--- config.mk ---
export PLATFORM = sky130hd
export DESIGN_NAME = div_unit
export DESIGN_NICKNAME = d
export VERILOG_FILES = /design/src/rtl/riscv_pkg.sv /design/src/rtl/div_step.sv /design/src/rtl/div_unit.sv
export SDC_FILE = /design/constraint.sdc
export NUM_CORES = 1
export LEC_CHECK = 0
export BUFFER_PORTS_ARGS = -buffer_cell sky130_fd_sc_hd__buf_2
export CELL_PAD_IN_SITES_DETAIL_PLACEMENT = 0
export CELL_PAD_IN_SITES_GLOBAL_PLACEMENT = 1
export CORE_MARGIN = 2
export CORE_UTILIZATION = 49
export CTS_BUF_LIST = sky130_fd_sc_hd__clkbuf_8 sky130_fd_sc_hd__clkbuf_16
export DETAILED_ROUTE_END_ITERATION = 8
export HOLD_SLACK_MARGIN = 0.12
export PLACE_DENSITY = 0.84
export SYNTH_ARGS = -nofsm -noshare
export SYNTH_HDL_FRONTEND = slang
export SYNTH_HIERARCHICAL = 1
export SYNTH_SLANG_ARGS = --single-unit
--- constraint.sdc ---
create_clock -name clk -period 9.8 [get_ports clk]
set_input_delay 0.98 -clock clk [delete_from_list [all_inputs] [get_ports clk]]
set_output_delay 0.98 -clock clk [all_outputs]
set_load 0.1 [all_outputs]
--- src/rtl/riscv_pkg.sv ---
// rtl/riscv_pkg.sv - shared constants and types for the execute-stage divider
package riscv_pkg;

   localparam int XLEN = 32;

   localparam logic [1:0] DIV_OP_DIV  = 2'b00;
   localparam logic [1:0] DIV_OP_DIVU = 2'b01;
   localparam logic [1:0] DIV_OP_REM  = 2'b10;
   localparam logic [1:0] DIV_OP_REMU = 2'b11;

   typedef enum logic [1:0] {
      DIV_IDLE,
      DIV_CALC,
      DIV_FIX,
      DIV_DONE
   } div_state_e;

endpackage

--- src/rtl/div_step.sv ---
// rtl/div_step.sv - one combinational restoring-division step
module div_step #(
   parameter int XLEN = riscv_pkg::XLEN
) (
   input  logic [XLEN-1:0] rem_in,
   input  logic            dvd_bit,
   input  logic [XLEN-1:0] divisor,
   output logic [XLEN-1:0] rem_out,
   output logic            q_bit
);

   logic [XLEN:0]   shifted;
   logic [XLEN+1:0] diff;
   logic            step_unused;

   // The shifted partial remainder can reach XLEN+1 bits when the divisor has its MSB set.
   assign shifted     = {rem_in, dvd_bit};
   assign diff        = {1'b0, shifted} - {2'b00, divisor};
   assign q_bit       = ~diff[XLEN+1];
   assign rem_out     = q_bit ? diff[XLEN-1:0] : shifted[XLEN-1:0];
   assign step_unused = diff[XLEN] ^ shifted[XLEN];

endmodule

--- src/rtl/div_unit.sv ---
// rtl/div_unit.sv - iterative RV32M DIV/DIVU/REM/REMU unit for the execute stage
module div_unit #(
   parameter int XLEN = riscv_pkg::XLEN
) (
   input  logic            clk,
   input  logic            rst,
   input  logic            in_valid,
   output logic            in_ready,
   input  logic [1:0]      op,
   input  logic [XLEN-1:0] a,
   input  logic [XLEN-1:0] b,
   input  logic            flush,
   output logic            busy,
   output logic            out_valid,
   output logic [XLEN-1:0] result
);

   localparam int CW = $clog2(XLEN);

   riscv_pkg::div_state_e state, state_nxt;

   logic [1:0]      op_r;
   logic [XLEN-1:0] divisor, dvd, rem;
   logic            q_neg, r_neg;
   logic [CW-1:0]   cnt;

   logic            accept, is_signed, div_zero, ovf, special;
   logic [XLEN-1:0] special_res, a_mag, b_mag, step_rem, sel_val;
   logic            q_bit, sel_neg;

   assign accept    = (state == riscv_pkg::DIV_IDLE) && in_valid && !flush;
   assign is_signed = ~op[0];
   assign div_zero  = (b == '0);
   assign ovf       = is_signed && (a == {1'b1, {(XLEN-1){1'b0}}}) && (b == '1);
   assign special   = div_zero || ovf;

   always_comb begin
      special_res = '0;
      if (div_zero) special_res = op[1] ? a : '1;
      else          special_res = op[1] ? '0 : a;
   end

   assign a_mag = (is_signed && a[XLEN-1]) ? -a : a;
   assign b_mag = (is_signed && b[XLEN-1]) ? -b : b;

   // Dividend register doubles as the quotient: bits shift out the top, quotient bits in the bottom.
   div_step #(.XLEN(XLEN)) u_step (
      .rem_in  (rem),
      .dvd_bit (dvd[XLEN-1]),
      .divisor (divisor),
      .rem_out (step_rem),
      .q_bit   (q_bit)
   );

   assign sel_val = op_r[1] ? rem : dvd;
   assign sel_neg = op_r[1] ? r_neg : q_neg;

   always_ff @(posedge clk or posedge rst) begin
      if (rst) state <= riscv_pkg::DIV_IDLE;
      else     state <= state_nxt;
   end

   always_comb begin
      state_nxt = state;
      in_ready  = 1'b0;
      busy      = 1'b0;
      out_valid = 1'b0;
      case (state)
         riscv_pkg::DIV_IDLE: begin
            in_ready = 1'b1;
            if (accept) state_nxt = special ? riscv_pkg::DIV_DONE : riscv_pkg::DIV_CALC;
         end
         riscv_pkg::DIV_CALC: begin
            busy = 1'b1;
            if (cnt == '0) state_nxt = riscv_pkg::DIV_FIX;
         end
         riscv_pkg::DIV_FIX: begin
            busy      = 1'b1;
            state_nxt = riscv_pkg::DIV_DONE;
         end
         riscv_pkg::DIV_DONE: begin
            out_valid = !flush;
            state_nxt = riscv_pkg::DIV_IDLE;
         end
         default: state_nxt = riscv_pkg::DIV_IDLE;
      endcase
      if (flush) state_nxt = riscv_pkg::DIV_IDLE;
   end

   always_ff @(posedge clk or posedge rst) begin
      if (rst) begin
         op_r    <= '0;
         divisor <= '0;
         dvd     <= '0;
         rem     <= '0;
         q_neg   <= 1'b0;
         r_neg   <= 1'b0;
         cnt     <= '0;
         result  <= '0;
      end else begin
         case (state)
            riscv_pkg::DIV_IDLE: begin
               if (accept) begin
                  op_r    <= op;
                  q_neg   <= is_signed & (a[XLEN-1] ^ b[XLEN-1]);
                  r_neg   <= is_signed & a[XLEN-1];
                  dvd     <= a_mag;
                  divisor <= b_mag;
                  rem     <= '0;
                  cnt     <= CW'(XLEN-1);
                  if (special) result <= special_res;
               end
            end
            riscv_pkg::DIV_CALC: begin
               if (!flush) begin
                  rem <= step_rem;
                  dvd <= {dvd[XLEN-2:0], q_bit};
                  cnt <= cnt - 1'b1;
               end
            end
            riscv_pkg::DIV_FIX: begin
               if (!flush) result <= sel_neg ? -sel_val : sel_val;
            end
            default: ;
         endcase
      end
   end

endmodule
# == Word level (Yosys, flattened, before mapping) ==
# Cells that the tools add are included.
# word_totals
register_bits,139
output_inout_bits,35
word_cells,78
# op_classes
add_sub_neg,5
eq_ne,11
n_mux,30
bitwise,5
reduce_logical,18
# ops
operator,n
$mux W32,15
$pmux W32 S2,3
$neg A32 Y32,3
$eq A32 B32 Y1 const B,2
$sub A33 B32 Y34,1
$logic_not A32 Y1,1
$mux W5,2
$pmux W5 S2,1
$mux W2,4
$ne A2 B2 Y1 const B,4
$pmux W2 S4,1
$logic_and A1 B1 Y1,6
$ne A3 B3 Y1 const B,2
$logic_not A5 Y1,1
$sub A5 B1 Y5 const B,1
$eq A2 B2 Y1 const B,2
$mux W1,4
$reduce_and A2 Y1,2
$reduce_and A4 Y1,1
$reduce_bool A2 Y1,2
$reduce_and A3 Y1,1
$and A1 B1 Y1,2
$eq A2 B1 Y1 const B,1
$logic_not A2 Y1,1
5 further kinds,6

# == Longest topological paths before layout ==
# logic_depth
word_depth,8
ltp_mapped,14
ltp_nobuf,13

# == Cells and area by module ==
# The synthesis kept the hierarchy.
# modules_own_cells
mod,instances,cells_per_inst,area_each_um2,seq_area_each_um2
div_unit,1,1030,8760.9,3453.3
div_step,1,373,2428.6,0.0

# == Worst setup path after synthesis ==
# No wires, ideal clock.
# synth_path
path_kind,register to register
from,register op_r[1]
to,register result[24]
t_arrival_ps,3424
required_ps,9723
setup_slack_ps,6299
path_stages_with_launch,14
n_path_buf,5
cell_sequence,dfrtp_1 -> buf_2 -> buf_1 -> buf_4 -> buf_2 -> buf_2 -> mux2i_1 -> ha_1 -> o211ai_1 -> o41ai_1 -> o21ai_1 -> xor2_1 -> mux2_2 -> o21ai_1
# synth_via
elab_chain_len,5
elab_cells_between_ends,6
classes_between,add/sub (1); mux (5)
# synth_rtl
element,line_no,rtl
from (decl),div_unit.sv:22,logic [1:0] op_r;
from (signal assigned),div_unit.sv:104,op_r <= op;
$mux W32,div_unit.sv:55,assign sel_val = op_r[1] ? rem : dvd;
$neg A32 Y32,div_unit.sv:122,if (!flush) result <= sel_neg ? -sel_val : sel_val;
$mux W32 (*) (2 in series),div_unit.sv:122,
$pmux W32 S2 (*),div_unit.sv:101,case (state)
to (signal assigned),div_unit.sv:111,if (special) result <= special_res;
to (signal assigned),div_unit.sv:122,
to (decl),div_unit.sv:15,output logic [XLEN-1:0] result
# Every way passes the cells marked *; elsewhere a longest branch is shown, timed or not. The select of a mux whose other input is x is not followed.
# A chain may end at the register's enable or synchronous reset.

# == Worst setup path in the final report ==
# layout_path
from,register op_r[1]
to,register result[30]
# The elaborated chain is that of the path after synthesis.

==> impl_table.tex <==
\begin{tabular}{lr}
\hline
Metric & Value \\
\hline
\multicolumn{2}{l}{\textbf{Run status}} \\
\quad Status & completed \\
\multicolumn{2}{l}{\textbf{Critical path}} \\
\quad Kind of launch point of the worst setup path & register \\
\quad CP max stage delay & 0.98 ns \\
\quad List of cells traversed by the critical path & buf\_4, mux2i\_1, ha\_1, o211ai\_1, o41ai\_1, nand3\_1, xor2\_1, a211oi\_1, a21o\_1 \\
\quad Kind of cell with the highest combined delay on the critical path & compound AO/OA/AOI/OAI gates \\
\quad Worst-path fanout max & 81 \\
\quad Slowest cell on the critical path & o41ai\_1 \\
\quad Required time of the worst setup path & 10.12 ns \\
\quad Arrival time of data at the critical path endpoint & 4.20 ns \\
\quad Type of the worst setup path & register to register \\
\quad Source of the worst register-to-register timing path & op\_r[1] \\
\quad Number of buffers and inverters on the critical path & 1 \\
\quad Start point of the critical path & op\_r[1] \\
\quad Sort of element at the end of the critical path & register \\
\multicolumn{2}{l}{\textbf{Synthesis}} \\
\quad Average cell area after synthesis & 7.98 um2 \\
\quad Dominant cell type by area after synthesis & dfrtp\_1 \\
\quad Cells after synthesis & 1403 \\
\quad Flip-flop and latch count after synthesis & 138 \\
\quad Syn nets & 1517 \\
\quad Sequential area share after synthesis & 0.309 \\
\quad Warnings, synthesis & 6 \\
\quad Area share of the largest cell type after synthesis & 0.309 \\
\quad Count of flip-flops with a built-in enable after synthesis & 0 \\
\quad Top FF cell, synth & dfrtp\_1 \\
\quad Post-synth cell types & 83 \\
\quad Biggest area contributors in the synthesized netlist & dfrtp\_1, nand2\_1, o21ai\_0 \\
\quad Fraction of registers with async set or reset after synthesis & 1.00 \\
\quad Netlist area before placement & 11200 um2 \\
\multicolumn{2}{l}{\textbf{Floorplan}} \\
\quad Core ar. & 22500 um2 \\
\quad Starting Density & 0.497 \\
\quad Die area & 24100 um2 \\
\quad Number of top-level design ports & 105 \\
\quad Standard-cell rows & 55 \\
\quad Height of the chip & 155 um \\
\quad Horizontal die dimension & 155 um \\
\multicolumn{2}{l}{\textbf{Min path}} \\
\quad Hold Crit Class & register to register \\
\quad HP Start & result[6] \\
\multicolumn{2}{l}{\textbf{Final layout}} \\
\quad Area of all sequential standard cells & 3450 um2 \\
\quad Layout Nets & 1575 \\
\quad Share of layout cells above drive strength 1 & 0.138 \\
\quad Area Overhead vs Synth & 11.1\% \\
\quad Area of the multi-input gates & 7200 um2 \\
\quad Filler cell count in the final layout & 2172 \\
\quad Antenna diode instance count & 0 \\
\multicolumn{2}{l}{\textbf{Timing}} \\
\quad Worst-case headroom to the max-slew limit & 0.327 \\
\quad RSZ-0062 raised after global routing & false \\
\quad Min cycle time layout & 3.88 ns \\
\quad Setup skew after layout & 0.0131 ns \\
\quad Worst Hold Margin & 0.472 ns \\
\quad Final Hold Violating Endpoints & 0 \\
\quad Final worst path period share & 0.395 \\
\quad Setup violators final & 0 \\
\quad Total negative slack & 0 ns \\
\quad Highest clock rate & 0.258 GHz \\
\quad Max-slew violation count & 0 \\
\quad Slew at the pin closest to its max-slew limit & 0.997 ns \\
\quad Setup ws final & 5.92 ns \\
\multicolumn{2}{l}{\textbf{GRT}} \\
\quad Global Route Usage Sum & 0.274 \\
\quad Overall overflow remaining after global route & 0 \\
\quad Vias in the first global route & 9749 \\
\quad Number of antenna violations at the first check in global routing & 0 \\
\quad Maximum number of pins on one net before global-route repair & 96 \\
\quad Wire length of the first global-routing pass & 52600 um \\
\multicolumn{2}{l}{\textbf{Placement}} \\
\quad Global placer's final weighted congestion & 0.907 \\
\quad Worst slack at placement & 5.73 ns \\
\quad Hpwl dp & 24200 um \\
\quad IO buf count & 104 \\
\multicolumn{2}{l}{\textbf{Clock tree}} \\
\quad PostCTS Resize Cnt & 0 \\
\quad Clock latency on the worst-skew pair & 0.43 ns \\
\quad Max clock buf depth & 2 \\
\quad Number of buffers added to fix hold violations after cts & 0 \\
\quad Number of buffers created by CTS & 17 \\
\quad Clock net sink count & 138 \\
\quad H-Tree Depth & 4 \\
\quad Setup Buffers After CTS & 0 \\
\quad Cell at the root of the clock tree & clkbuf\_16 \\
\quad CTS tree & done \\
\quad Clock input transition at the sequential cells of the worst setup and hold paths & 0.07 ns \\
\multicolumn{2}{l}{\textbf{Power}} \\
\quad PwrDens & 282 nW/um2 \\
\quad Leakage power of the design & 5.77 nW \\
\quad Max rail drop VDD & 152 uV \\
\multicolumn{2}{l}{\textbf{Route}} \\
\quad Number of search-and-repair iterations in the first detailed-routing pass & 5 \\
\quad Via-to-Cell Ratio & 5.87 \\
\quad Post-Route WL & 32400 um \\
\quad \# DRC & 0 \\
\quad Final routed wire length divided by cell count & 18.4 um \\
\quad Routed via count & 10300 \\
\quad First-iteration detailed-routing DRC count & 736 \\
\quad Post-DRT Antenna Nets & 0 \\
\multicolumn{2}{l}{\textbf{Job}} \\
\quad Number of max-capacitance violations reported & 0 \\
\hline
\end{tabular}
## power breakdown
part | leakage (nW) | internal [mW] | switching, mW
Clock | 0.279 | 0.354 | 0.281
Combinational | 3.70 | 0.663 | 1.27
Sequential | 1.79 | 0.739 | 0.195
## cells by family (layout without fill, tap and decap cells)
group                      Yosys count  count (layout)  share of synthesized area
and+or+nand+nor                    481             481                      0.204
AOI/OAI and AO/OA                  429             429                      0.243
buffers and inverters              139             210                     0.0510
DFF                                138             138                      0.309
xor gates and xnor gates           112             112                     0.0877
muxes                               60              60                     0.0557
adders and majority gates           44              44                     0.0499
## placed cells by master, fill, tap and decap left out, drive strengths merged, types with 7 or more instances in the layout
cell type | Yosys | routed
inv | 60 | 65
a31oi | 18 | 18
o41ai | 11 | 11
buf | 22 | 118
nand3 | 47 | 47
a211oi | 31 | 31
clkbuf | 57 | 17
and3 | 7 | 7
mux2 | 15 | 15
o21a | 8 | 8
or2 | 7 | 7
o21ai | 152 | 152
nor3b | 17 | 17
dfrtp | 138 | 138
nor3 | 38 | 38
xor2 | 49 | 49
nand2 | 212 | 212
nor2 | 83 | 83
xnor2 | 63 | 63
nor4 | 21 | 21
ha | 43 | 43
mux2i | 45 | 45
a21oi | 102 | 102
nand4 | 13 | 13
o31ai | 25 | 25
o22ai | 10 | 10
clkinv | 0 | 8
a21o | 39 | 39
## routing by layer
metal  GRT usage  routed length [um]  part of all wire  vias to the layer above
li1            -                   -                 -                     5124
met1       0.371               15000              0.46                     4937
met2       0.451               15300              0.47                      233
met3      0.0538                1590             0.049                       31
met4      0.0670                 522             0.016                        0
met5           0                   0                 0                        -
## synth_stat cells (37+ instances only)
master / count
inv_1: 58
nand3_1: 46
nor2_1: 82
mux2i_1: 45
nand2_1: 212
xnor2_1: 63
o21ai_0: 116
a21oi_1: 98
ha_1: 43
a21o_1: 37
clkbuf_1: 57
xor2_1: 49
dfrtp_1: 138
## registers in the layout (all words and copies together), names as in the netlist
| signal | flops |
|---|---|
| q_neg | 1 |
| dvd | 32 |
| cnt | 5 |
| divisor | 32 |
| state | 2 |
| rem | 32 |
| r_neg | 1 |
| result | 32 |
| op_r | 1 |
## through the flow
step	power (mW)	utilization	std cells	area, um2
finish	3.50	0.552	1759	12400
floorplan	2.39	-	1403	11200
detailed placement	2.86	0.527	1727	11900
global route	3.75	0.552	1759	12400
CTS	3.50	0.552	1759	12400
global placement	2.84	0.527	1727	11900
## path summary, 6_finish.rpt
check,endpoint,slack [ns],depth (start not counted)
worst min register to register,result[6],0.47,1
worst max register to register,result[30],5.92,9
worst max-delay path,result[30],5.92,9
worst min-delay path,result[6],0.47,1
max in group asynchronous,op_r[1],7.85,3
min in group asynchronous,dvd[6],0.71,2
## cell type report
class                      instances  area share
sequential                       138       0.278
timing repair buffer             118      0.0503
clock inverter                    15      0.0113
multi-input combinational       1126       0.579
tap                              285      0.0287
inverter                          60      0.0185
clock buffer                      17      0.0342
Note: power is estimated with default switching activity, not from simulation.
